--- config.mk ---
export PLATFORM = sky130hd
export DESIGN_NAME = radar_sync_sequencer
export DESIGN_NICKNAME = d
export VERILOG_FILES = /design/src/rtl/radar_sync_sequencer.sv
export SDC_FILE = /design/constraint.sdc
export NUM_CORES = 1
export LEC_CHECK = 0
export BUFFER_PORTS_ARGS = -buffer_cell sky130_fd_sc_hd__buf_4
export CORE_MARGIN = 2
export CORE_UTILIZATION = 40
export DETAILED_ROUTE_END_ITERATION = 8
export PLACE_DENSITY = 0.57
export SYNTH_ARGS = -nofsm -noshare
export SYNTH_HDL_FRONTEND = slang
export SYNTH_SLANG_ARGS = --single-unit
--- constraint.sdc ---
create_clock -name clk_in -period 9.09 [get_ports clk_in]
set_input_delay 2.727 -clock clk_in [delete_from_list [all_inputs] [get_ports clk_in]]
set_output_delay 2.727 -clock clk_in [all_outputs]
set_load 0.005 [all_outputs]
--- src/rtl/radar_sync_sequencer.sv ---
// Programmable PRI sequencer for the time-domain radar synchronizer: generates MCU/TX/RX-gate
// pulses per PRI and sweeps the RX gate offset one cycle per A-scan point.
module radar_sync_sequencer #(
  parameter int unsigned CW = 16,
  parameter int unsigned PW = 8,
  parameter int unsigned AW = 16
) (
  input  logic          clk_in,
  input  logic          rst,
  input  logic          cfg_wr,
  input  logic [2:0]    cfg_addr,
  input  logic [CW-1:0] cfg_wdata,
  input  logic          start,
  input  logic          stop,
  output logic          mcu_out,
  output logic          tx_out,
  output logic          rx_out,
  output logic          prt_tick,
  output logic [PW-1:0] point_idx,
  output logic          ascan_done,
  output logic          busy,
  output logic          cfg_err
);

  typedef enum logic [1:0] {StIdle, StRun, StStopPend} state_e;

  localparam logic [CW-1:0] DefPrtDiv  = CW'(5000);
  localparam logic [CW-1:0] DefMcuHigh = CW'(200);
  localparam logic [CW-1:0] DefTxHigh  = CW'(30);
  localparam logic [CW-1:0] DefRxStart = CW'(80);
  localparam logic [CW-1:0] DefRxEnd   = CW'(180);
  localparam logic [AW-1:0] DefAvg     = AW'(1);
  localparam logic [CW:0]   MaxSpan    = {{CW{1'b0}}, 1'b1} << PW;

  logic [CW-1:0] prt_div_q, mcu_high_q, tx_high_q, rx_start_q, rx_end_q;
  logic [AW-1:0] avg_q;

  state_e        state_q, state_d;
  logic [CW-1:0] cnt_q, cnt_d;
  logic [CW-1:0] off_q, off_d;
  logic [AW-1:0] avg_cnt_q, avg_cnt_d;

  logic          cfg_ok, pri_end, avg_wrap, sweep_end;
  logic          run_d, done_d;
  logic [CW-1:0] span;

  always_comb begin
    span      = rx_end_q - rx_start_q;
    cfg_ok    = (prt_div_q >= CW'(2)) && (mcu_high_q < prt_div_q) && (tx_high_q < prt_div_q) &&
                (rx_start_q < rx_end_q) && (rx_end_q <= prt_div_q) && (avg_q != '0) &&
                ({1'b0, span} <= MaxSpan);
    pri_end   = (cnt_q == prt_div_q);
    avg_wrap  = ((avg_cnt_q + AW'(1)) == avg_q);
    sweep_end = avg_wrap && ((off_q + CW'(1)) == rx_end_q);

    state_d   = state_q;
    cnt_d     = cnt_q;
    off_d     = off_q;
    avg_cnt_d = avg_cnt_q;

    case (state_q)
      StIdle: begin
        if (start && cfg_ok) begin
          state_d   = StRun;
          cnt_d     = CW'(1);
          off_d     = rx_start_q;
          avg_cnt_d = '0;
        end
      end
      StRun, StStopPend: begin
        if (state_q == StRun && stop) state_d = StStopPend;
        if (pri_end) begin
          cnt_d = CW'(1);
          if (avg_wrap) begin
            avg_cnt_d = '0;
            off_d     = sweep_end ? rx_start_q : off_q + CW'(1);
          end else begin
            avg_cnt_d = avg_cnt_q + AW'(1);
          end
          if (state_q == StStopPend) state_d = StIdle;
        end else begin
          cnt_d = cnt_q + CW'(1);
        end
      end
      default: state_d = StIdle;
    endcase

    // Outputs are registered from next-state values so they line up with the cycle's count.
    run_d  = (state_d != StIdle);
    done_d = run_d && (cnt_d == prt_div_q) && ((avg_cnt_d + AW'(1)) == avg_q) &&
             ((off_d + CW'(1)) == rx_end_q);
  end

  always_ff @(posedge clk_in) begin
    if (rst) begin
      prt_div_q  <= DefPrtDiv;
      mcu_high_q <= DefMcuHigh;
      tx_high_q  <= DefTxHigh;
      rx_start_q <= DefRxStart;
      rx_end_q   <= DefRxEnd;
      avg_q      <= DefAvg;
      state_q    <= StIdle;
      cnt_q      <= '0;
      off_q      <= '0;
      avg_cnt_q  <= '0;
      mcu_out    <= 1'b0;
      tx_out     <= 1'b0;
      rx_out     <= 1'b0;
      prt_tick   <= 1'b0;
      point_idx  <= '0;
      ascan_done <= 1'b0;
      busy       <= 1'b0;
      cfg_err    <= 1'b0;
    end else begin
      if (cfg_wr && state_q == StIdle) begin
        case (cfg_addr)
          3'd0:    prt_div_q  <= cfg_wdata;
          3'd1:    mcu_high_q <= cfg_wdata;
          3'd2:    tx_high_q  <= cfg_wdata;
          3'd3:    rx_start_q <= cfg_wdata;
          3'd4:    rx_end_q   <= cfg_wdata;
          3'd5:    avg_q      <= cfg_wdata[AW-1:0];
          default: ;
        endcase
      end
      if (state_q == StIdle && start) cfg_err <= !cfg_ok;

      state_q    <= state_d;
      cnt_q      <= cnt_d;
      off_q      <= off_d;
      avg_cnt_q  <= avg_cnt_d;

      mcu_out    <= run_d && (cnt_d <= mcu_high_q);
      tx_out     <= run_d && (cnt_d <= tx_high_q);
      rx_out     <= run_d && (cnt_d > off_d) && (cnt_d <= rx_end_q);
      prt_tick   <= run_d && (cnt_d == CW'(1));
      point_idx  <= run_d ? PW'(off_d - rx_start_q) : '0;
      ascan_done <= done_d;
      busy       <= run_d;
    end
  end

endmodule
==> results.toml <==
[synthesis]
synthTopCellsByArea = "dfxtp_1, ha_1, nand2_1"
synthesis.area_um2 = 14600
synth.net_count = 2158
synth_top_area_share_pct = 22.1
synth-edff-count = 0
synth_warnings = 0
synth_area_per_cell_um2 = 7.32
async_flop_share_pct = 0
yosysTopAreaCell = "dfxtp_1"
ys_seq_area_share_pct = 22.1
synth_ff_type = "dfxtp_1"
synth.distinct_cells = 98
ys_ff_latch = 161
synthCells = 1991

[timing]
worstMarginPinSlew_ns = 1.24
relSlewSlack_pct = 17.0
rsz0062_at_grt = "no"
tns_ns = 0
drv_slew = 0
finalCritPeriodShare_pct = 88.3
hold_slack_ns = 0.457
setup_ws_ns = 1.06
fin_crit_ns = 8.03
hold_viol = 0
max_freq_mhz = 125
finalSetupViolCount = 0
finClkSkew_ns = 0.0106

[setup_path]
setup.worst_path.end = "ascan_done"
crit_arrival_ns = 8.38
slowest_delay_ns = 0.56
cp-start-kind = "input port"
rrSetupSlack_ns = 1.63
startpoint = "start"
critPathMaxFanout = 6
path_cells = "buf_4, nand3_1, or4_1, a211o_1, nor4b_2, and4_2, a31oi_1, o21ai_0, nand2_1, buf_4, ha_1, xor2_1, nor3_1, o2111ai_1, a2111o_1, a221o_1, nor4_1, nand4_1, a211oi_1, nand4_1, nor4_4, nand4_1, a2111oi_2"
cp_slowest_cell = "or4_1"
criticalPathCategory = "input port to flop"
cp-end-kind = "flop"
r2r-start = "rx_end_q[0]"
crit_required_ns = 9.44
r2r-end = "ascan_done"
r2r_cells = 26
crit_top_cell = "nand4_1"

[final_layout]
nFillCells = 3711
drive_gt1_share_pct = 6.99
stdcell_count = 2421
regArea_um2 = 3220
n_antenna_cell = 0
utilization_pct = 43.8
area_growth_syn_to_layout_pct = 7.43
nNetsFinal = 2115
multiInputGateArea_um2 = 10400

[pwr]
leakage_nw = 6.03
p_per_area_nw_per_um2 = 118
peakVddDrop_uv = 99.5

[cts]
clk_latency_ns = 0.45
cts_setup_buffers = 0
numCtsBuffers = 17
postCtsHoldBufs = 0
clk_path_buf_depth = 2
cts-root-buf = "clkbuf_16"
htreeDepth = 4
cts_tree = "built"
cts_sinks = 161
clk_pin_slew_worst_paths_ns = 0.07
cts-resized-gates = 0

[detailed_routing]
drt_pass1_iterations = 6
drcViolationCount = 0
routed_wl_um = 60700
drt-initial-drc-count = 1760
ant_nets = 0
vias = 15172
wl_per_cell_um = 25.1
vias_per_cell = 6.27

[floorplanning]
die_h_um = 195
core_region_area_um2 = 35700
dieArea_um2 = 38000
initial_utilization_pct = 40.8
fp-row-count = 69
io-pin-count = 39
dieWidth_um = 195

[grt]
gr-total-overflow = 0
grt_pass1_wl_um = 89700
grt_pass1_vias = 14062
grt_antenna_before_repair = 0
grt_max_degree = 89
grtUsageTotal_pct = 31.5

[placement]
place.port_buffers = 38
dp.cells = 2390
dpl.hpwl_um = 45400
gp_congestion = 0.957
dp_slack_ns = 0.697

[job]
cap_viol_max_count = 0

[min_path]
hold_path_depth = 2
hold_path.class = "flop to flop"

[outcome]
outcome = "finished clean"
[cell usage in the layout, fill, tap and decap left out, drive strengths merged, types with 17 or more instances in the layout]
master / netlist / layout
nand2: 266 / 266
a21oi: 199 / 199
nor2: 176 / 176
dfxtp: 161 / 161
ha: 141 / 141
inv: 129 / 131
o21ai: 79 / 79
xnor2: 73 / 73
buf: 39 / 59
nand4: 54 / 54
nor3: 53 / 53
nand3: 50 / 50
nor4: 39 / 39
xor2: 36 / 36
nand2b: 28 / 28
nor2b: 24 / 24
a211oi: 19 / 19
a211o: 19 / 19
a21o: 19 / 19
o211ai: 19 / 19
clkbuf: 82 / 19
a31oi: 18 / 18
and2: 17 / 17
and4: 17 / 17
[per-layer routing]
metal | track usage (%) | up-vias | routed length, um
met4 | 14.4 | 0 | 2800
met1 | 42.2 | 7253 | 26100
li1 | - | 7068 | -
met5 | 0 | - | 0
met2 | 49.9 | 722 | 26900
met3 | 4.88 | 129 | 4940
[metrics by stage]
step                      total power, W  instance area [um^2]
after floorplan                 0.000992                 14600
after global placement           0.00113                 15100
after detailed placement         0.00114                 15100
after CTS                        0.00185                 15600
after global routing             0.00191                 15600
final                            0.00185                 15600
[cells by family (layout without fill, tap and decap cells)]
logic type | Yosys count | in the layout | synth area share [%]
AO/OA/AOI/OAI | 504 | 504 | 22.7
XOR/XNOR | 113 | 113 | 7.19
adder cells (fa/ha/maj) | 144 | 144 | 12.5
buffers and inverters | 250 | 219 | 6.91
flip-flops | 161 | 161 | 22.1
multiplexers | 20 | 20 | 1.44
AND/OR/NAND/NOR | 799 | 799 | 27.2
[Yosys cell counts, types with 6 or more instances]
master,number
nand2_1,266
a21oi_1,198
nor2_1,175
dfxtp_1,161
ha_1,141
inv_1,125
clkbuf_1,81
o21ai_0,73
xnor2_1,73
nand4_1,54
nor3_1,51
nand3_1,49
nor4_1,36
xor2_1,36
buf_2,32
nand2b_1,28
nor2b_1,23
a211o_1,19
a211oi_1,19
a21o_1,19
o211ai_1,19
a31oi_1,18
and2_1,17
and4_1,15
or4_1,15
and3_1,14
mux2i_1,12
or3_1,12
o22ai_1,11
o21a_1,9
o31a_1,9
a41oi_1,8
o2111ai_1,8
mux2_2,7
a22oi_1,6
o21ai_1,6
o31ai_1,6
[power by group]
| part | internal, W | switching (W) |
|---|---|---|
| registers | 0.000722 | 0.0000301 |
| logic | 0.000128 | 0.000253 |
| clock network | 0.000384 | 0.000332 |
| total | 0.00123 | 0.000616 |
[worst min-delay path by stage]
| stage | from | end | slack [ns] |
|---|---|---|---|
| 2_1_floorplan | rx_start_q[15] | rx_start_q[15] | 0.44 |
| 4_1_cts | rx_start_q[15] | rx_start_q[15] | 0.46 |
| 6_report | rx_start_q[15] | rx_start_q[15] | 0.46 |
| 3_3_place_gp | rx_start_q[15] | rx_start_q[15] | 0.45 |
| 5_1_grt | rx_start_q[15] | rx_start_q[15] | 0.49 |
| 3_5_place_dp | rx_start_q[15] | rx_start_q[15] | 0.45 |
[flip-flops by register name (all words and copies together), names as in the netlist, 2 cells and up]
register    flops
tx_high_q      16
rx_start_q     16
avg_cnt_q      16
off_q          16
mcu_high_q     16
prt_div_q      16
rx_end_q       16
state_q         2
cnt_q          16
avg_q          16
point_idx       8
[cell type report]
class / instances / area share [%]
inverter: 129 / 3.09
multi-input combinational: 1580 / 66.2
tap: 461 / 3.69
timing repair buffer: 59 / 2.83
clock inverter: 12 / 0.712
clock buffer: 19 / 2.83
sequential: 161 / 20.6
[worst max-delay path: cells and delay by family]
family                   cells  cell delay, ns
AO/OA/AOI/OAI                8            2.26
XOR/XNOR                     1            0.18
adder cells (fa/ha/maj)      1            0.29
buffers and inverters        2            0.27
AND/OR/NAND/NOR             11            2.66
(Power assumes the default switching activity.)
